===== src/rtl/alu_pkg.sv =====
// Shared opcode constants and issue-stage FSM encoding.
// Used by the ALU, the issue stage and their benches.
package alu_pkg;

   localparam int OP_WIDTH = 4;

   localparam logic [3:0] ALU_ADD  = 4'd0;
   localparam logic [3:0] ALU_SUB  = 4'd1;
   localparam logic [3:0] ALU_AND  = 4'd2;
   localparam logic [3:0] ALU_OR   = 4'd3;
   localparam logic [3:0] ALU_NAND = 4'd4;
   localparam logic [3:0] ALU_NOR  = 4'd5;
   localparam logic [3:0] ALU_XOR  = 4'd6;
   localparam logic [3:0] ALU_XNOR = 4'd7;

   typedef enum logic [1:0] {
      ST_IDLE   = 2'd0,
      ST_ISSUE  = 2'd1,
      ST_RESULT = 2'd2
   } state_t;

   // Opcodes at or above numOps never reach the ALU result path.
   function automatic logic isLegalOp(input logic [3:0] op, input int numOps);
      return (int'(op) < numOps);
   endfunction

endpackage


===== src/rtl/alu_issue_stage_if.sv =====
// Command, ALU-drive and result handshake bundle for the ALU issue stage.
// The slave modport is the issue stage; master is whoever feeds and drains it.
interface alu_issue_stage_if #(
   parameter int WIDTH = 16
);
   import alu_pkg::*;

   logic                    cmd_valid;
   logic                    cmd_ready;
   logic [WIDTH-1:0]        cmd_a;
   logic [WIDTH-1:0]        cmd_b;
   logic [OP_WIDTH-1:0]     cmd_op;

   logic [WIDTH-1:0]        alu_a;
   logic [WIDTH-1:0]        alu_b;
   logic [OP_WIDTH-1:0]     alu_op_select;
   logic [2*WIDTH-1:0]      alu_result;

   logic                    res_valid;
   logic                    res_ready;
   logic [2*WIDTH-1:0]      res_data;
   logic                    res_err;

   modport slave (
      input  cmd_valid, cmd_a, cmd_b, cmd_op, alu_result, res_ready,
      output cmd_ready, alu_a, alu_b, alu_op_select, res_valid, res_data, res_err
   );

   modport master (
      output cmd_valid, cmd_a, cmd_b, cmd_op, alu_result, res_ready,
      input  cmd_ready, alu_a, alu_b, alu_op_select, res_valid, res_data, res_err
   );

endinterface


===== src/rtl/alu_cmd_fifo.sv =====
// Command FIFO for the ALU issue stage: {op, a, b} entries, wrapping pointers.
// Head entry is visible combinationally on o_data whenever o_empty is low.
module alu_cmd_fifo #(
   parameter int WIDTH = 16,
   parameter int DEPTH = 4
) (
   input  logic                       clk,
   input  logic                       rst,
   input  logic                       i_push,
   input  logic [2*WIDTH+3:0]         i_data,
   input  logic                       i_pop,
   output logic [2*WIDTH+3:0]         o_data,
   output logic [$clog2(DEPTH):0]     o_count,
   output logic                       o_full,
   output logic                       o_empty
);

   localparam int AW = $clog2(DEPTH);
   localparam int EW = 2*WIDTH + 4;

   logic [EW-1:0]  r_mem [DEPTH];
   logic [AW-1:0]  r_wrPtr;
   logic [AW-1:0]  r_rdPtr;
   logic [AW:0]    r_count;
   logic           w_doPush;
   logic           w_doPop;

   assign o_full   = (r_count == (AW+1)'(DEPTH));
   assign o_empty  = (r_count == '0);
   assign w_doPush = i_push && !o_full;
   assign w_doPop  = i_pop && !o_empty;
   assign o_data   = r_mem[r_rdPtr];
   assign o_count  = r_count;

   // Storage needs no reset: occupancy alone decides what is valid.
   always_ff @(posedge clk) begin
      if (w_doPush) begin
         r_mem[r_wrPtr] <= i_data;
      end
   end

   // DEPTH is a power of two, so the pointers wrap by plain overflow.
   always_ff @(posedge clk or posedge rst) begin
      if (rst) begin
         r_wrPtr <= '0;
         r_rdPtr <= '0;
         r_count <= '0;
      end else begin
         if (w_doPush) begin
            r_wrPtr <= r_wrPtr + 1'b1;
         end
         if (w_doPop) begin
            r_rdPtr <= r_rdPtr + 1'b1;
         end
         case ({w_doPush, w_doPop})
            2'b10:   r_count <= r_count + 1'b1;
            2'b01:   r_count <= r_count - 1'b1;
            default: r_count <= r_count;
         endcase
      end
   end

endmodule


===== src/rtl/alu_issue_stage.sv =====
// ALU issue stage: buffers commands, drives a downstream ALU one command at a
// time and holds each result until the consumer takes it.
module alu_issue_stage
   import alu_pkg::*;
#(
   parameter int WIDTH   = 16,
   parameter int NUM_OPS = 8,
   parameter int DEPTH   = 4
) (
   input  logic                       clk,
   input  logic                       rst,
   alu_issue_stage_if.slave           io,
   output logic [$clog2(DEPTH):0]     o_fifo_count,
   output logic                       o_busy
);

   localparam int AW = $clog2(DEPTH);
   localparam int EW = 2*WIDTH + 4;

   state_t               r_state;
   logic [WIDTH-1:0]     r_aluA;
   logic [WIDTH-1:0]     r_aluB;
   logic [OP_WIDTH-1:0]  r_aluOp;
   logic                 r_resValid;
   logic [2*WIDTH-1:0]   r_resData;
   logic                 r_resErr;

   logic                 w_cmdReady;
   logic                 w_push;
   logic                 w_pop;
   logic [EW-1:0]        w_pushData;
   logic [EW-1:0]        w_head;
   logic [AW:0]          w_count;
   logic                 w_full;
   logic                 w_empty;
   logic [OP_WIDTH-1:0]  w_headOp;
   logic [WIDTH-1:0]     w_headA;
   logic [WIDTH-1:0]     w_headB;

   // Ready looks only at occupancy so it never combinationally depends on a pop.
   assign w_cmdReady = (w_count != (AW+1)'(DEPTH));
   assign w_push     = io.cmd_valid && w_cmdReady;
   assign w_pushData = {io.cmd_op, io.cmd_a, io.cmd_b};

   assign w_pop = !w_empty &&
                  ((r_state == ST_IDLE) ||
                   ((r_state == ST_RESULT) && io.res_ready));

   assign w_headOp = w_head[EW-1 -: OP_WIDTH];
   assign w_headA  = w_head[WIDTH +: WIDTH];
   assign w_headB  = w_head[WIDTH-1:0];

   alu_cmd_fifo #(
      .WIDTH (WIDTH),
      .DEPTH (DEPTH)
   ) u_fifo (
      .clk     (clk),
      .rst     (rst),
      .i_push  (w_push),
      .i_data  (w_pushData),
      .i_pop   (w_pop),
      .o_data  (w_head),
      .o_count (w_count),
      .o_full  (w_full),
      .o_empty (w_empty)
   );

   // One cycle in ISSUE lets the ALU settle on the freshly registered operands.
   always_ff @(posedge clk or posedge rst) begin
      if (rst) begin
         r_state    <= ST_IDLE;
         r_aluA     <= '0;
         r_aluB     <= '0;
         r_aluOp    <= '0;
         r_resValid <= 1'b0;
         r_resData  <= '0;
         r_resErr   <= 1'b0;
      end else begin
         case (r_state)
            ST_IDLE: begin
               if (w_pop) begin
                  r_aluA  <= w_headA;
                  r_aluB  <= w_headB;
                  r_aluOp <= w_headOp;
                  r_state <= ST_ISSUE;
               end
            end
            ST_ISSUE: begin
               if (isLegalOp(r_aluOp, NUM_OPS)) begin
                  r_resData <= io.alu_result;
                  r_resErr  <= 1'b0;
               end else begin
                  r_resData <= '0;
                  r_resErr  <= 1'b1;
               end
               r_resValid <= 1'b1;
               r_state    <= ST_RESULT;
            end
            ST_RESULT: begin
               // The held result is consumed here, so valid drops either way.
               if (io.res_ready) begin
                  r_resValid <= 1'b0;
                  if (w_pop) begin
                     r_aluA  <= w_headA;
                     r_aluB  <= w_headB;
                     r_aluOp <= w_headOp;
                     r_state <= ST_ISSUE;
                  end else begin
                     r_state <= ST_IDLE;
                  end
               end
            end
            default: r_state <= ST_IDLE;
         endcase
      end
   end

   assign io.cmd_ready     = w_cmdReady;
   assign io.alu_a         = r_aluA;
   assign io.alu_b         = r_aluB;
   assign io.alu_op_select = r_aluOp;
   assign io.res_valid     = r_resValid;
   assign io.res_data      = r_resData;
   assign io.res_err       = r_resErr;
   assign o_fifo_count     = w_count;
   assign o_busy           = (r_state != ST_IDLE) || !w_empty;

   logic w_unusedFull;
   assign w_unusedFull = w_full;

endmodule


===== src/flat_wrapper.sv =====
// flat-port wrapper written by rule: the top's interface ports become plain ports
module alu_issue_stage_flat import alu_pkg::*;
#(
   parameter int WIDTH   = 16,
   parameter int NUM_OPS = 8,
   parameter int DEPTH   = 4
)
  (clk, rst, o_fifo_count, o_busy, io_cmd_valid, io_cmd_a, io_cmd_b, io_cmd_op, io_alu_result, io_res_ready, io_cmd_ready, io_alu_a, io_alu_b, io_alu_op_select, io_res_valid, io_res_data, io_res_err);
  alu_issue_stage_if #(.WIDTH(WIDTH)) io_i ();
  input  logic clk;
  input  logic rst;
  output logic [$clog2(DEPTH):0] o_fifo_count;
  output logic o_busy;
  input wire logic [$bits(io_i.cmd_valid)-1:0] io_cmd_valid;
  input wire logic [$bits(io_i.cmd_a)-1:0] io_cmd_a;
  input wire logic [$bits(io_i.cmd_b)-1:0] io_cmd_b;
  input wire logic [$bits(io_i.cmd_op)-1:0] io_cmd_op;
  input wire logic [$bits(io_i.alu_result)-1:0] io_alu_result;
  input wire logic [$bits(io_i.res_ready)-1:0] io_res_ready;
  output wire logic [$bits(io_i.cmd_ready)-1:0] io_cmd_ready;
  output wire logic [$bits(io_i.alu_a)-1:0] io_alu_a;
  output wire logic [$bits(io_i.alu_b)-1:0] io_alu_b;
  output wire logic [$bits(io_i.alu_op_select)-1:0] io_alu_op_select;
  output wire logic [$bits(io_i.res_valid)-1:0] io_res_valid;
  output wire logic [$bits(io_i.res_data)-1:0] io_res_data;
  output wire logic [$bits(io_i.res_err)-1:0] io_res_err;
  assign io_i.cmd_valid = io_cmd_valid;
  assign io_i.cmd_a = io_cmd_a;
  assign io_i.cmd_b = io_cmd_b;
  assign io_i.cmd_op = io_cmd_op;
  assign io_i.alu_result = io_alu_result;
  assign io_i.res_ready = io_res_ready;
  assign io_cmd_ready = io_i.cmd_ready;
  assign io_alu_a = io_i.alu_a;
  assign io_alu_b = io_i.alu_b;
  assign io_alu_op_select = io_i.alu_op_select;
  assign io_res_valid = io_i.res_valid;
  assign io_res_data = io_i.res_data;
  assign io_res_err = io_i.res_err;
  alu_issue_stage #(.WIDTH(WIDTH), .NUM_OPS(NUM_OPS), .DEPTH(DEPTH)) u_core (.clk(clk), .rst(rst), .io(io_i), .o_fifo_count(o_fifo_count), .o_busy(o_busy));
endmodule

===== config.mk =====
export PLATFORM = sky130hd
export DESIGN_NAME = alu_issue_stage_flat
export DESIGN_NICKNAME = d
export VERILOG_FILES = /design/src/rtl/alu_pkg.sv /design/src/rtl/alu_issue_stage_if.sv /design/src/rtl/alu_cmd_fifo.sv /design/src/rtl/alu_issue_stage.sv /design/src/flat_wrapper.sv
export SDC_FILE = /design/constraint.sdc
export NUM_CORES = 1
export LEC_CHECK = 0
export ABC_AREA = 1
export BUFFER_PORTS_ARGS = -buffer_cell sky130_fd_sc_hd__buf_2
export CAP_MARGIN = 30
export CORE_UTILIZATION = 25
export DETAILED_ROUTE_END_ITERATION = 12
export GPL_ROUTABILITY_DRIVEN = 0
export SETUP_SLACK_MARGIN = 0.1
export SKIP_LAST_GASP = 1
export SYNTH_ARGS = -nofsm -noshare
export SYNTH_HDL_FRONTEND = slang
export SYNTH_SLANG_ARGS = --single-unit
export TNS_END_PERCENT = 100

===== constraint.sdc =====
create_clock -name clk -period 3.87 [get_ports clk]
set_clock_uncertainty 0.15 [all_clocks]
set_input_delay 0.774 -clock clk [delete_from_list [all_inputs] [get_ports clk]]
set_output_delay 0.774 -clock clk [all_outputs]
set_load 0.005 [all_outputs]

## Word-level counts from Yosys, hierarchy flattened

Memory sizes are Yosys's and may differ from the RTL's.
Cells that the tools add are included.

- Bits in registers: 79
- Memory bits (writable): 144
- Input bits: 72
- Output and inout port bits: 75
- Word-level logic and storage cells: 62
- Memories kept: 1

Memories:

| memory | words | width | read ports | clocked after Yosys merged registers in | write ports | line | text |
|---|---|---|---|---|---|---|---|
| u_core.u_fifo.r_mem | 4 | 36 | 1 | 0 | 1 | alu_cmd_fifo.sv:21 | `logic [EW-1:0] r_mem [DEPTH];` |

- $add $sub $neg: 4
- $lt $le $gt $ge: 1
- Eq/ne operators: 8
- Multiplexer cells: 20
- Reductions and logical operators: 18

Operators by type and width:

| cell | count |
|---|---|
| $mux 16 | 4 |
| $pmux 16 s2 | 2 |
| $mux 32 | 1 |
| $mux 4 | 2 |
| $pmux 4 s2 | 1 |
| $reduce_bool 2->1 | 4 |
| $pmux 2 s3 | 1 |
| $pmux 3 s2 | 1 |
| $reduce_and 2->1 | 3 |
| $logic_and 1x1->1 | 5 |
| $mux 1 | 5 |
| $add 2x1->2 const B | 2 |
| $eq 2x1->1 const B | 2 |
| $eq 2x2->1 const B | 2 |
| $lt 4x4->1 const B | 1 |
| $mux 2 | 2 |
| $ne 2x2->1 const B | 2 |
| $add 3x1->3 const B | 1 |
| $eq 3x3->1 const B | 1 |
| $logic_not 3->1 | 1 |
| $ne 3x3->1 const B | 1 |
| $sub 3x1->3 const B | 1 |
| $logic_not 1->1 | 2 |
| $logic_not 2->1 | 1 |
| other kinds (2) | 3 |

## Longest topological paths before layout

- Depth after elaboration: 7
- Mapped depth: 11
- Depth with buffers taken out: 11

## Cells and area by module

Synthesis repeated with hierarchy kept, for this count alone.

- Cells, all modules: 801
- Area total of the unflattened synthesis: 9278.9 um^2

By module, submodules not included:

| module | times used | cells an instance | area an instance (um^2) | seq. area each (um^2) |
|---|---|---|---|---|
| alu_cmd_fifo | 1 | 481 | 6403.6 | 4499.3 |
| alu_issue_stage | 1 | 320 | 2875.3 | 1801.7 |

## Worst setup path after synthesis

Ideal clock, no wire load.

- Path kind: input port to flip-flop
- Start point: in io_cmd_valid
- End point: mem u_core.u_fifo.r_mem[0][0] in the netlist's numbering, enable pin
- Setup time: 0.429 ns
- Arrival: 2.459 ns
- Data required time: 3.291 ns
- Path slack: 0.831 ns
- Cell stages on the path: 2
- Path buffers: 0
- Cell sequence: nand2_1 -> nor2_1

- Word-level cells in the longest chain between the ends: 4

Ends and longest elaborated chain:

| element | line | text |
|---|---|---|
| start, declared | flat_wrapper.sv:14 | `input wire logic [$bits(io_i.cmd_valid)-1:0] io_cmd_valid;` |
| $logic_and 1x1->1 | alu_issue_stage.sv:42 | `assign w_push = io.cmd_valid && w_cmdReady;` |
| $logic_and 1x1->1 | alu_cmd_fifo.sv:30 | `assign w_doPush = i_push && !o_full;` |
| $mux 1 | alu_cmd_fifo.sv:37 | `if (w_doPush) begin` |
| $mux 1 (implied by the code) | alu_cmd_fifo.sv:38 | `r_mem[r_wrPtr] <= i_data;` |
| end, declared | alu_cmd_fifo.sv:21 |  |

No other way between the ends.

## Final worst setup path

- Start point: reg u_core.u_fifo.r_count[0] (netlist: u_core.u_fifo.o_count[0])
- End point: mem u_core.u_fifo.r_mem[1][34] in the netlist's numbering, enable pin

- Word-level cells in the longest chain between the ends: 5
- Elaborated cells between the ends (all ways): 7
- Classes of those cells: 2 x eq/ne; 2 x mux; 3 x reduce/logical

Ends and longest elaborated chain:

| element | line | text |
|---|---|---|
| start, declared | alu_cmd_fifo.sv:24 | `logic [AW:0] r_count;` |
| start signal, assigned | alu_cmd_fifo.sv:56 | `2'b10: r_count <= r_count + 1'b1;` |
| start signal, assigned | alu_cmd_fifo.sv:57 | `2'b01: r_count <= r_count - 1'b1;` |
| start signal, assigned | alu_cmd_fifo.sv:58 | `default: r_count <= r_count;` |
| $ne 3x3->1 / $eq 3x3->1 (equally long branches) | alu_issue_stage.sv:41, alu_cmd_fifo.sv:28 |  |
| $logic_and 1x1->1 / $logic_not 1->1 (equally long branches) | alu_issue_stage.sv:42, alu_cmd_fifo.sv:30 |  |
| $logic_and 1x1->1 (*) | alu_cmd_fifo.sv:30 |  |
| $mux 1 (*) | alu_cmd_fifo.sv:37 |  |
| $mux 1 (implied by the code) (*) | alu_cmd_fifo.sv:38 |  |

Mark *: on every way between the ends. The rest lies on a longest branch, timed or not.

==> summary.txt <==
Most frequent cell after synthesis = nand2_1
Startpoint Class = flip-flop
Post-DRT Antenna Nets = 0
CTS root buf = clkbuf_16
Initial antenna violation count = 2
Syn nets = 1002
Worst-margin pin slew = 0.896 ns
Total Routing Usage GR = 0.113
Clock network power share = 0.261
Worst skew pair latency = 0.53 ns
Hold/Removal Path Class = input port to asynchronous set/reset pin
RSZ-0062 raised after global routing = false
Most area-consuming cells after synthesis = edfxtp_1, dfrtp_1, nand2_1
Post-CTS Setup Bufs = 0
Initial DRC Count = 340
Yosys warnings = 0
Area growth syn-to-layout = 22.8%
Critical Path Fanout Max = 24
# H-tree levels = 1
NetSw = 0.00323 W
Fillers = 3754
Initial Util = 0.253
First-pass GRT wire length = 33.7 mm
Post-synthesis register bit count = 223
Leak = 5.58 nW
DR WL/cell = 13.5 um
Io pins = 147
Die Area = 0.0377 mm2
Worst rel slew slack = 0.402
Pins Over Slew Limit = 0
Core area = 0.0364 mm2
Number of synthesized flops with an enable pin = 144
Fraction of registers with async set/reset = 0.354
Period utilization = 0.638
Post-layout nets = 1153
Clk sinks = 223
Grt total ovfl = 0
Vias = 6210
Required time worst endpoint = 3.96 ns
Vias in the first global route = 5983
Status = completed
Crit path kind = flip-flop to flip-flop
Hold Buf Count CTS = 0
Synth cell count leaders = nand2_1, inv_1, edfxtp_1, dfrtp_1, nand3_1
CTS Buffer Depth = 3
F_max = 405 MHz
# rows = 70
Share of cells above drive strength 1 = 0.211
Post-synthesis sequential area ratio = 0.682
Final hold vios = 0
Setup TNS after final layout = 0 ns
HPWL after detailed placement = 13.6 mm
Synth area leader = edfxtp_1
Reg power frac = 0.399
Pwr dens = 781 mW/mm2
Switch share = 0.365
Clock-pin slew on the worst setup and hold paths = 0.06 ns
Max-cap violations = 0
Syn Area/Cell = 9.99 um2
Placement Cell Area = 0.0105 mm2
Die Y = 194 um
CTS tree = done
Fin crit period = 2.47 ns
Critical Path AT = 2.56 ns
Mapped Area = 0.00923 mm2
Commonest register cell after synthesis = edfxtp_1
Final wirelength = 21.2 mm
Drt first pass iters = 4
Endpoints failing setup = 0
Worst vdd ir = 374 uV
CTS Buf Count = 26
Drt drc = 0
Synth cell types = 23
Vias per cell = 3.97
Internal = 0.00562 W
Post_cts resized = 0
Die X = 194 um
Combinational Power Share = 0.340
CP Capture Type = flip-flop
Design Area, Final = 0.0113 mm2
Synth top area share = 0.468
Pin count of the biggest net entering global routing = 75
Cells after Synth = 924
Port Buf Inserts = 146
## critical path: stages (launching register included)
cell	delay (ns)
dfrtp_1	0.39
inv_2	0.08
nand3_1	0.13
nand2_1	0.32
nor2_4	0.80
buf_4	0.30
## cell usage in the layout (no fill, tap or decap), drive strengths merged
cell type / instances
nor2: 10
nor3: 1
edfxtp: 144
clkinv: 12
inv: 165
fa: 1
nand3: 79
buf: 159
bufinv: 1
ha: 5
o21ai: 3
dfrtp: 79
nand2: 397
diode: 1
xnor2: 1
clkinvlp: 2
clkbuf: 33
xor2: 3
## cell type report
class	count	area, um2	share of cell area
clock buffers	33	697	0.0615
inverters	165	622	0.0549
diodes	1	2.50	0.000221
repair buffers	159	861	0.0759
well taps	468	586	0.0517
clock inverters	15	116	0.0103
multi-input cells	500	2150	0.189
flip-flops and latches	223	6300	0.556
## metrics by stage
stage               setup slack [ns]  power (W)  utilization  instances  hold WS [ns]
global placement                1.18    0.00658        0.287       1513         0.306
detailed placement              1.10    0.00667        0.289       1515         0.309
floorplan                      0.831    0.00558            -        924         0.322
finish                          1.40    0.00885        0.311       1564        0.0935
global route                    1.24    0.00955        0.311       1563         0.107
CTS                             1.34    0.00902        0.311       1563        0.0837
## flip-flops by register name, indices dropped and copies added (netlist names), 3 cells and up
register / count
u_core.io.alu_a: 16
u_core.io.alu_b: 16
u_core.io.alu_op_select: 4
u_core.io.res_data: 32
u_core.u_fifo.o_count: 3
u_core.u_fifo.r_mem: 144
## routing by layer
layer | track usage | wire length [um]
met5 | 0 | 21
met2 | 0.182 | 9500
met4 | 0.0291 | 483
met3 | 0.0249 | 1440
met1 | 0.154 | 9730
## power by group through the flow
stage	Sequential (W)	Clock (W)	Combinational, W
6_report	0.00354	0.00231	0.00301
5_1_grt	0.00361	0.00248	0.00347
4_1_cts	0.00354	0.00238	0.00310
3_5_place_dp	0.00358	0	0.00309
3_3_place_gp	0.00357	0	0.00301
2_1_floorplan	0.00361	0	0.00197
## cell families after synthesis
family | Yosys count | synth area share
AO/OA/AOI/OAI | 3 | 0.00203
XOR/XNOR | 4 | 0.00380
adder cells (fa/ha/maj) | 6 | 0.00894
buffers and inverters | 201 | 0.0888
flip-flops | 223 | 0.682
AND/OR/NAND/NOR | 487 | 0.214
## final timing paths
kind                                             from                    endpoint  depth (start not counted)  slack (ns)
max                          u_core.u_fifo.o_count[0]  u_core.u_fifo.r_mem[1][34]                          5        1.40
min                                               rst      u_core.io.res_data[20]                          2        0.09
max reg2reg                  u_core.u_fifo.o_count[0]  u_core.u_fifo.r_mem[1][34]                          5        1.40
min reg2reg                u_core.io.alu_op_select[1]  u_core.io.alu_op_select[1]                          2        0.32
max in group asynchronous                         rst    u_core.u_fifo.r_rdPtr[1]                          3        2.87
min in group clk                     io_alu_result[9]       u_core.io.res_data[9]                          3        0.30
Note: power is estimated with default switching activity, not from simulation.
